File: src/rtl/store_merge.sv
// Sub-word store engine in front of a word-only DTCM: byte/halfword stores are
// widened by read-modify-write; aligned word stores may skip the read-back.
module store_merge #(
  parameter int ADDR_W  = 32,
  parameter bit SW_FAST = 1'b1
) (
  input  logic              clk,
  input  logic              rst_n,
  input  logic              st_valid,
  output logic              st_ready,
  input  logic [ADDR_W-1:0] st_addr,
  input  logic [31:0]       st_data,
  input  logic [2:0]        RW_type,
  output logic [ADDR_W-1:0] dtcm_addr,
  output logic              dtcm_rd_en,
  input  logic [31:0]       dtcm_rdata,
  output logic              dtcm_wr_en,
  output logic [31:0]       dtcm_wdata,
  output logic              st_done,
  output logic              st_misalign
);

  localparam logic [2:0] RW_SB = 3'b000;
  localparam logic [2:0] RW_SH = 3'b001;
  localparam logic [2:0] RW_SW = 3'b010;

  typedef enum logic [2:0] {IDLE, RD, MRG, WR, ERR} state_t;

  state_t            state_q, state_d;
  logic [ADDR_W-1:0] addr_q, addr_d;
  logic [31:0]       data_q, data_d;
  logic [2:0]        type_q, type_d;
  logic [31:0]       wdata_q, wdata_d;

  logic              req_bad;
  logic [31:0]       merged;
  logic [ADDR_W-1:0] word_addr;

  assign word_addr = {addr_q[ADDR_W-1:2], 2'b00};

  // Checked against the live request so a bad store is rejected at the accept edge.
  always_comb begin
    req_bad = 1'b0;
    case (RW_type)
      RW_SB:   req_bad = 1'b0;
      RW_SH:   req_bad = st_addr[0];
      RW_SW:   req_bad = (st_addr[1:0] != 2'b00);
      default: req_bad = 1'b1;
    endcase
  end

  // Lanes outside the addressed one pass the DTCM word through untouched.
  always_comb begin
    merged = dtcm_rdata;
    case (type_q)
      RW_SB:   merged[{addr_q[1:0], 3'b000} +: 8] = data_q[7:0];
      RW_SH:   merged[{addr_q[1], 4'b0000} +: 16] = data_q[15:0];
      default: merged = data_q;
    endcase
  end

  // NOTE: every output and next-state value is given a default before the case,
  // so no path through this block leaves a signal unassigned and no latch is inferred.
  always_comb begin
    state_d     = state_q;
    addr_d      = addr_q;
    data_d      = data_q;
    type_d      = type_q;
    wdata_d     = wdata_q;
    st_ready    = 1'b0;
    dtcm_rd_en  = 1'b0;
    dtcm_wr_en  = 1'b0;
    dtcm_addr   = '0;
    dtcm_wdata  = '0;
    st_done     = 1'b0;
    st_misalign = 1'b0;

    case (state_q)
      IDLE: begin
        st_ready = 1'b1;
        if (st_valid) begin
          addr_d  = st_addr;
          data_d  = st_data;
          type_d  = RW_type;
          wdata_d = st_data;
          if (req_bad)
            state_d = ERR;
          else if (SW_FAST && RW_type == RW_SW)
            state_d = WR;
          else
            state_d = RD;
        end
      end
      RD: begin
        dtcm_rd_en = 1'b1;
        dtcm_addr  = word_addr;
        state_d    = MRG;
      end
      MRG: begin
        wdata_d = merged;
        state_d = WR;
      end
      WR: begin
        dtcm_wr_en = 1'b1;
        dtcm_addr  = word_addr;
        dtcm_wdata = wdata_q;
        st_done    = 1'b1;
        state_d    = IDLE;
      end
      ERR: begin
        st_misalign = 1'b1;
        state_d     = IDLE;
      end
      default: state_d = IDLE;
    endcase
  end

  // NOTE: sequential state uses non-blocking assignments so every flop samples
  // the pre-edge values regardless of block evaluation order.
  always_ff @(posedge clk or negedge rst_n) begin
    if (!rst_n) begin
      state_q <= IDLE;
      addr_q  <= '0;
      data_q  <= '0;
      type_q  <= '0;
      wdata_q <= '0;
    end else begin
      state_q <= state_d;
      addr_q  <= addr_d;
      data_q  <= data_d;
      type_q  <= type_d;
      wdata_q <= wdata_d;
    end
  end

endmodule

File: config.mk
export PLATFORM = sky130hd
export DESIGN_NAME = store_merge
export DESIGN_NICKNAME = d
export VERILOG_FILES = /design/src/rtl/store_merge.sv
export SDC_FILE = /design/constraint.sdc
export NUM_CORES = 1
export LEC_CHECK = 0
export ABC_AREA = 1
export BUFFER_PORTS_ARGS = -buffer_cell sky130_fd_sc_hd__buf_4
export CORE_MARGIN = 2
export CORE_UTILIZATION = 43
export DETAILED_ROUTE_END_ITERATION = 8
export PLACE_DENSITY = 0.72
export SLEW_MARGIN = 20
export SYNTH_ARGS = -nofsm -noshare
export SYNTH_HDL_FRONTEND = slang
export SYNTH_SLANG_ARGS = --single-unit
File: constraint.sdc
create_clock -name clk -period 3.2 [get_ports clk]
set_input_delay 0.32 -clock clk [delete_from_list [all_inputs] [get_ports clk]]
set_output_delay 0.32 -clock clk [all_outputs]
set_load 0.1 [all_outputs]
Word-level counts from Yosys, hierarchy flattened
Cells that the tools add are included.
{ "word_totals": {"word_cells": 43, "out_inout_bits": 69, "inputBits": 102, "regBits": 102} }
{ "classes": {"n_reduce_logical": 8, "n_addsub": 2, "shift": 4, "muxes": 16, "n_eq_ne": 8} }
{ "ops": {"columns": ["cell", "count"], "rows": [
  ["32-bit one-hot mux with 2 select lines", 2],
  ["32-bit two-way mux", 3],
  ["32-bit bitwise mux", 2],
  ["16-bit by 7-bit variable shift with 32-bit output, first input constant", 1],
  ["8-bit by 7-bit variable shift with 32-bit output, first input constant", 1],
  ["16-bit by 7-bit variable part select with 32-bit output", 1],
  ["8-bit by 7-bit variable part select with 32-bit output", 1],
  ["5-bit negation with 7-bit output", 2],
  ["3-bit by 1-bit == test with 1-bit output, second input constant", 3],
  ["3-bit by 2-bit == test with 1-bit output, second input constant", 3],
  ["3-bit zero test", 3],
  ["3-bit one-hot mux with 3 select lines", 1],
  ["3-bit two-way mux", 2],
  ["1-bit two-way mux", 4],
  ["2-bit AND reduction", 2],
  ["2-bit nonzero test", 2],
  ["3-bit == test, second input constant", 1],
  ["1-bit one-hot mux with 3 select lines", 1],
  ["2-bit two-way mux", 1],
  ["2-bit inequality test, second input constant", 1],
  ["2-bit OR reduction", 1]
]} }

Depth between registers and ports, before layout
Gate-level depths: netlist of run 1.
{ "depth": {"depth_word": 5, "depth_mapped": 12, "depth_no_buf": 9} }

Least setup slack after synthesis of run 1
No wires, ideal clock.
{ "synth_timing": {"path_kind": "register -> output", "start": "reg state_q[2]", "end": "out dtcm_wdata[10]", "path_buffers": 1, "arrival_ns": 3.582, "path_stages_with_launch": 7, "setup_slack_ns": -0.702, "path_cell_list": "dfrtp_1 inv_2 nand2_1 nor2_1 inv_2 buf_2 nor2_1"} }
{ "synth_via": {"elab_chain_cells": 2} }
{ "synth_rtl": {"columns": ["item", "line_no", "text"], "rows": [
  ["start, declared", "29", "state_t state_q, state_d;"],
  ["start signal, assigned", "128", "state_q <= state_d;"],
  ["3-bit by 2-bit == test with 1-bit output", "78", "case (state_q)"],
  ["32-bit two-way mux", "78", null],
  ["end, declared", "18", "output logic [31:0] dtcm_wdata,"]
]} }
Every way passes these cells.

Worst setup path in the final report of run 1
{ "layout_timing": {"start": "reg state_q[2]", "end": "out dtcm_wdata[1]"} }
The elaborated chain is that of the path after synthesis.

==> out/qor.yml, run 1 <==
status:
  status: "complete, no violations"
clock_tree:
  cts_tree: "done"
  ctsResizeCount: 0
  numCtsBuffers: 9
  cts_buffer_depth: 2
  cts_hold_repair.buffers: 1
  cts-root-buf: "clkbuf_16"
  clkTransAtPathRegs_ps: 70
  post_cts_buffers: 0
  clkLatencyLatePin_ps: 360
  cts.sinks: 102
  h-tree-depth: 3
placement:
  pre_cts_ws_ps: 988
  port_buffers: 168
  place_inst: 1246
  gp_congestion: 0.961
  dp_hpwl_um: 12900
setup_path:
  reg2reg_from: "addr_q[0]$_DFFE_PN0P_"
  critPathRequiredTime_ps: 2880
  critPathArrivalTime_ps: 2230
  critPathMaxFanout: 33
  critPathCaptureType: "output port"
  rrSetupSlack_ps: 950
  reg2reg_depth: 6
  criticalPathCategory: "flop to output port"
  critPathLaunchType: "flop"
  rr_endpoint: "wdata_q[6]$_DFFE_PN0P_"
  endpoint: "dtcm_wdata[1]"
  startpoint: "state_q[2]$_DFFE_PN0P_"
logic_synthesis:
  synth.avg_cell_area_um2: 6.57
  yosysWarnings: 0
  ys_async_sr_fraction: 1.00
  synthCells: 941
  yosys.area.top_type_share: 0.413
  ys_top_cells_by_area: "dfrtp_1 (41%), nand2_1 (17%), nor2_1 (9.4%), inv_1 (7.4%), o21ai_0 (4.8%)"
  synthFlopType: "dfrtp_1"
  synth_seq_area_share: 0.413
  synth_edf_count: 0
  synth-seq-cells: 102
  synth.distinct_cells: 26
  netlist_area_um2: 6180
  synth_top_area_cell: "dfrtp_1"
floorplan:
  num_io_pins: 171
  start_util: 0.442
  core_area_um2: 14000
  die_w_um: 124
  die_h_um: 124
  num_rows: 43
  die_area_um2: 15400
detailed_routing:
  wl_um: 17800
  wl_per_cell_um: 14.1
  dr.pass1.iters: 5
  antenna_left: 0
  drc_errors: 0
  vias_per_cell: 4.98
  vias: 6284
  drt-initial-drc-count: 475
timing:
  final_max_slew_viol_count: 0
  rsz0062_at_grt: "no"
  worstMarginPinSlew_ps: 828
  min_period_ps: 2550
  setup-tns-final_ps: 0
  fin_ws_ps: 652
  whs_ps: 167
  slew_headroom: 0.447
  skew_ps: 10.5
  hold_viol: 0
  fin_crit_sh: 0.796
  fmax_mhz: 392
  setup_viol: 0
global_routing:
  grt_overflow: 0
  grt_pass1_vias: 5818
  grt_pass1_wl_um: 28500
  antenna_found_initial: 0
  grt_max_degree: 56
  grt_usage: 0.240
final_layout:
  nNetsFinal: 1185
  drive_gt1_frac: 0.192
  fin_util: 0.560
  area_growth_pct: 26.7
  final_cells: 1263
  antenna_cells: 0
flow_run:
  max-cap-violations: 0
pwr:
  pwr_density_cell_nw_per_um2: 1010
  peakVddDrop_v: 0.000685
  p_leak_nw: 4.21
min_path:
  hold_class: "primary input to flop"
worst min-delay path by stage:
stage                      startpoint                      to  cells past startpoint
after detailed placement        rst_n  wdata_q[8]$_DFFE_PN0P_                      1
after global placement          rst_n  wdata_q[8]$_DFFE_PN0P_                      1
after floorplan                 rst_n   addr_q[0]$_DFFE_PN0P_                      0
after CTS                 st_addr[19]  addr_q[19]$_DFFE_PN0P_                      3
final                      st_addr[4]   addr_q[4]$_DFFE_PN0P_                      3
after global routing      st_addr[11]  addr_q[11]$_DFFE_PN0P_                      3
kinds of logic (layout without fill, tap and decap cells):
logic type | count (synthesis) | after routing | synth area share
fa+ha+maj | 5 | 5 | 0.0101
simple gates | 496 | 496 | 0.324
flops | 102 | 102 | 0.413
other cells | 1 | 2 | 0.000606
buf+inv | 183 | 324 | 0.123
compound gates | 154 | 154 | 0.130
cell usage in the layout (no fill, tap or decap), types with 7 or more instances in the layout:
cell type / instances
nand3_1: 50
o21ai_1: 44
o21a_1: 8
nand2_1: 276
clkbuf_16: 9
o21ai_0: 59
buf_4: 178
dfrtp_1: 102
nor2_1: 154
inv_1: 122
nand4_1: 7
a21oi_1: 38
registers in the layout, summed over array words and instances, names as in the netlist:
register / cells
state_q: 3
wdata_q: 32
data_q: 32
addr_q: 32
type_q: 3
stage by stage:
| step | area (um2) | total power [mW] |
|---|---|---|
| 2_1_floorplan | 6190 | 5.66 |
| 3_3_place_gp | 7490 | 6.62 |
| 3_5_place_dp | 7490 | 6.69 |
| 4_1_cts | 7830 | 7.93 |
| 5_1_grt | 7830 | 8.57 |
| 6_report | 7830 | 7.91 |
layer usage:
layer,GRT usage,vias up,part of all wire
met1,0.308,2866,0.43
met3,0.0682,28,0.086
met4,0.0787,0,0.024
li1,-,3159,-
met2,0.391,231,0.46
met5,0,-,0
cells in the mapped netlist (2+ instances only):
master / number
o21ai_1: 44
nand4_1: 7
nand2_1: 276
buf_2: 27
clkbuf_1: 17
nand3_1: 50
o21ai_0: 59
nor3_1: 2
o21a_1: 8
inv_2: 6
buf_4: 8
a21oi_1: 38
dfrtp_1: 102
ha_1: 5
buf_1: 2
inv_1: 122
o211ai_1: 5
nor2_1: 155
critical path: stages (launching register included):
cell and delay [ps]:
dfrtp_1 420, inv_2 120, nand2_1 60, buf_4 250, nor2_2 210, inv_2 260
nor2_1 240, buf_4 320
where the power goes:
part           internal, mW  total (mW)  switching, mW  leakage, nW
sequential             1.92        2.30          0.383         1.25
combinational          1.22        4.39           3.17         2.81
clock                 0.697        1.22          0.520        0.155
area by class of cell:
cell class              count  area [um2]
inverters                 128         480
clock inverters             7         104
repair buffers            180        1370
well taps                 180         225
fillers                  1442        6160
flip-flops and latches    102        2550
clock buffers               9         225
multi-input cells         657        2880
(Power assumes the default switching activity.)
==> run 2: changes to the inputs <==
- clock period: 3.2 -> 2.5 ns (I/O delays scaled with it)
==> run 2 against run 1 <==
Cell area increased by 1.8%; die area unchanged; clock power increased by 25%; register-to-register slack got worse by 410 ps; largest cell class unchanged; highest routed layer unchanged.
==> out/qor.yml, run 2 (synthesis results as in run 1) <==
timing:
  min_period_ps: 2260
  worstMarginPinSlew_ps: 909  # +80.3 ps
  slew_headroom: 0.393  # -0.0538
  setup_viol: 0  # unchanged
  whs_ps: 107  # -59.7 ps
  final_max_slew_viol_count: 0  # unchanged
  hold_viol: 0  # unchanged
  fin_crit_sh: 0.904
  skew_ps: 4.49  # -6.05 ps
  rsz0062_at_grt: "no"
  fmax_mhz: 442
final_layout:
  layout_commonest_cell: "nand2_1"
  drive_gt1_frac: 0.224  # +0.0324
  nNetsFinal: 1189  # +0.34%
  top_regs: "addr_q (32), data_q (32), wdata_q (32)"
  antenna_cells: 0  # unchanged
  layout_common_cells: "nand2_1 (276), buf_4 (180), nor2_1 (122), inv_1 (122), dfrtp_1 (102)"
  fillers: 1396  # -3.2%
  area_growth_pct: 29.0
detailed_routing:
  vias: 6264  # -0.32%
  drt-initial-drc-count: 391  # -18%
  drc_errors: 0  # unchanged
  antenna_left: 0  # unchanged
  wl_per_cell_um: 14.1  # about the same
  vias_per_cell: 4.94  # -0.63%
  dr.pass1.iters: 6  # +1
  wl_um: 17900  # +0.38%
pwr:
  pwr-share-comb: 0.567  # +0.012
  swShare: 0.511  # -0.00315
  p_leak_nw: 4.23  # +0.59%
  peakVddDrop_v: 0.000792  # +16%
  power.share.clock: 0.149  # -0.005
  power_mw: 10.3  # +30%
  power_frac_seq: 0.284  # -0.007
  internal_power_mw: 5.02  # +31%
  pwr_density_cell_nw_per_um2: 1290  # +27%
  p_switching_mw: 5.25  # +29%
clock_tree:
  clkTransAtPathRegs_ps: 70  # about the same
  cts_tree: "done"
  post_cts_buffers: 0  # unchanged
  numCtsBuffers: 9  # unchanged
  cts-root-buf: "clkbuf_16"
  h-tree-depth: 3  # unchanged
  clkLatencyLatePin_ps: 350  # about the same
  cts_buffer_depth: 2  # unchanged
  ctsResizeCount: 0  # unchanged
  cts.sinks: 102  # unchanged
  cts_hold_repair.buffers: 1  # unchanged
global_routing:
  grt_overflow: 0  # unchanged
  grt_max_degree: 66  # +18%
  grt_pass1_wl_um: 29000  # +1.9%
  grt_pass1_vias: 6044  # +3.9%
  grt_usage: 0.244  # +0.00411
  antenna_found_initial: 0  # unchanged
floorplan:
  die_w_um: 124  # unchanged
  start_util: 0.442  # unchanged
  die_h_um: 124  # unchanged
  num_io_pins: 171  # unchanged
  num_rows: 43  # unchanged
  die_area_um2: 15400  # unchanged
  core_area_um2: 14000  # unchanged
setup_path:
  critPathCaptureType: "output port"
  critPathArrivalTime_ps: 2010  # -220 ps
  critPathMaxFanout: 32  # -3.0%
  criticalPathCategory: "flop to output port"
  critPathRequiredTime_ps: 2250  # -630 ps
  reg2reg_depth: 6  # unchanged
  critPathLaunchType: "flop"
placement:
  gp_congestion: 0.957  # -0.45%
  dp_hpwl_um: 13000  # +0.42%
  port_buffers: 168  # unchanged
min_path:
  min_path_cells: 3  # unchanged
  hold_class: "primary input to flop"
status:
  status: "complete, no violations"
flow_run:
  max-cap-violations: 0  # unchanged
## run 2: cell types whose count changed in the layout (fill, tap and decap cells not counted), moves of 2 or more
cell        change
buf_12          +2
buf_4           +2
clkinv_4        +2
clkinvlp_4      -2
inv_6           -2
nor2_1         -32
nor2_2         +31
## run 2: worst paths after layout
path	startpoint	slack (ps)	end
worst max-delay path	state_q[1]$_DFFE_PN0P_	240	dtcm_wdata[27]
worst min-delay path	st_addr[5]	110	addr_q[5]$_DFFE_PN0P_
worst max register to register	addr_q[0]$_DFFE_PN0P_	540	wdata_q[2]$_DFFE_PN0P_
worst min register to register	data_q[26]$_DFFE_PN0P_	480	data_q[26]$_DFFE_PN0P_
max in group asynchronous	rst_n	1460	addr_q[16]$_DFFE_PN0P_
min in group asynchronous	rst_n	340	wdata_q[19]$_DFFE_PN0P_
## run 2: power by group through the flow
stage               sequential, mW  combinational (mW)  clock (mW)
floorplan                     2.81                4.51           0
global placement              2.91                5.74           0
detailed placement            2.94                5.81           0
CTS                           2.92                5.82        1.56
global route                  3.02                6.50        1.63
finish                        2.92                5.82        1.53
## run 2: metal layers
layer,share of wire,GRT usage
met1,0.42,0.306
met2,0.47,0.409
met3,0.077,0.0572
met4,0.025,0.0920
met5,0,0
## run 2: stage by stage
stage | std cells | TNS (ps) | area (um2) | utilization | worst slack [ps]
CTS | 1267 | 0 | 7970 | 0.570 | 181
finish | 1267 | 0 | 7970 | 0.570 | 239
global placement | 1250 | 0 | 7640 | 0.546 | 605
global route | 1267 | 0 | 7970 | 0.570 | 80.7
detailed placement | 1250 | 0 | 7640 | 0.546 | 567
floorplan | 942 | -3000 | 6280 | - | -100
## run 2: worst max-delay path, cell delays in order, from the launching register on
cell	delay, ps
dfrtp_1	480
inv_2	140
nor2_4	50
inv_2	650
nor2_2	50
buf_4	260
## run 2: cell type report
| class | instances | area [um2] | area share |
|---|---|---|---|
| inverters | 128 | 480 | 0.0603 |
| multi-input cells | 657 | 2970 | 0.372 |
| well taps | 180 | 225 | 0.0282 |
| clock buffers | 11 | 243 | 0.0304 |
| clock inverters | 5 | 82.6 | 0.0104 |
| flip-flops and latches | 102 | 2550 | 0.320 |
| repair buffers | 184 | 1420 | 0.178 |
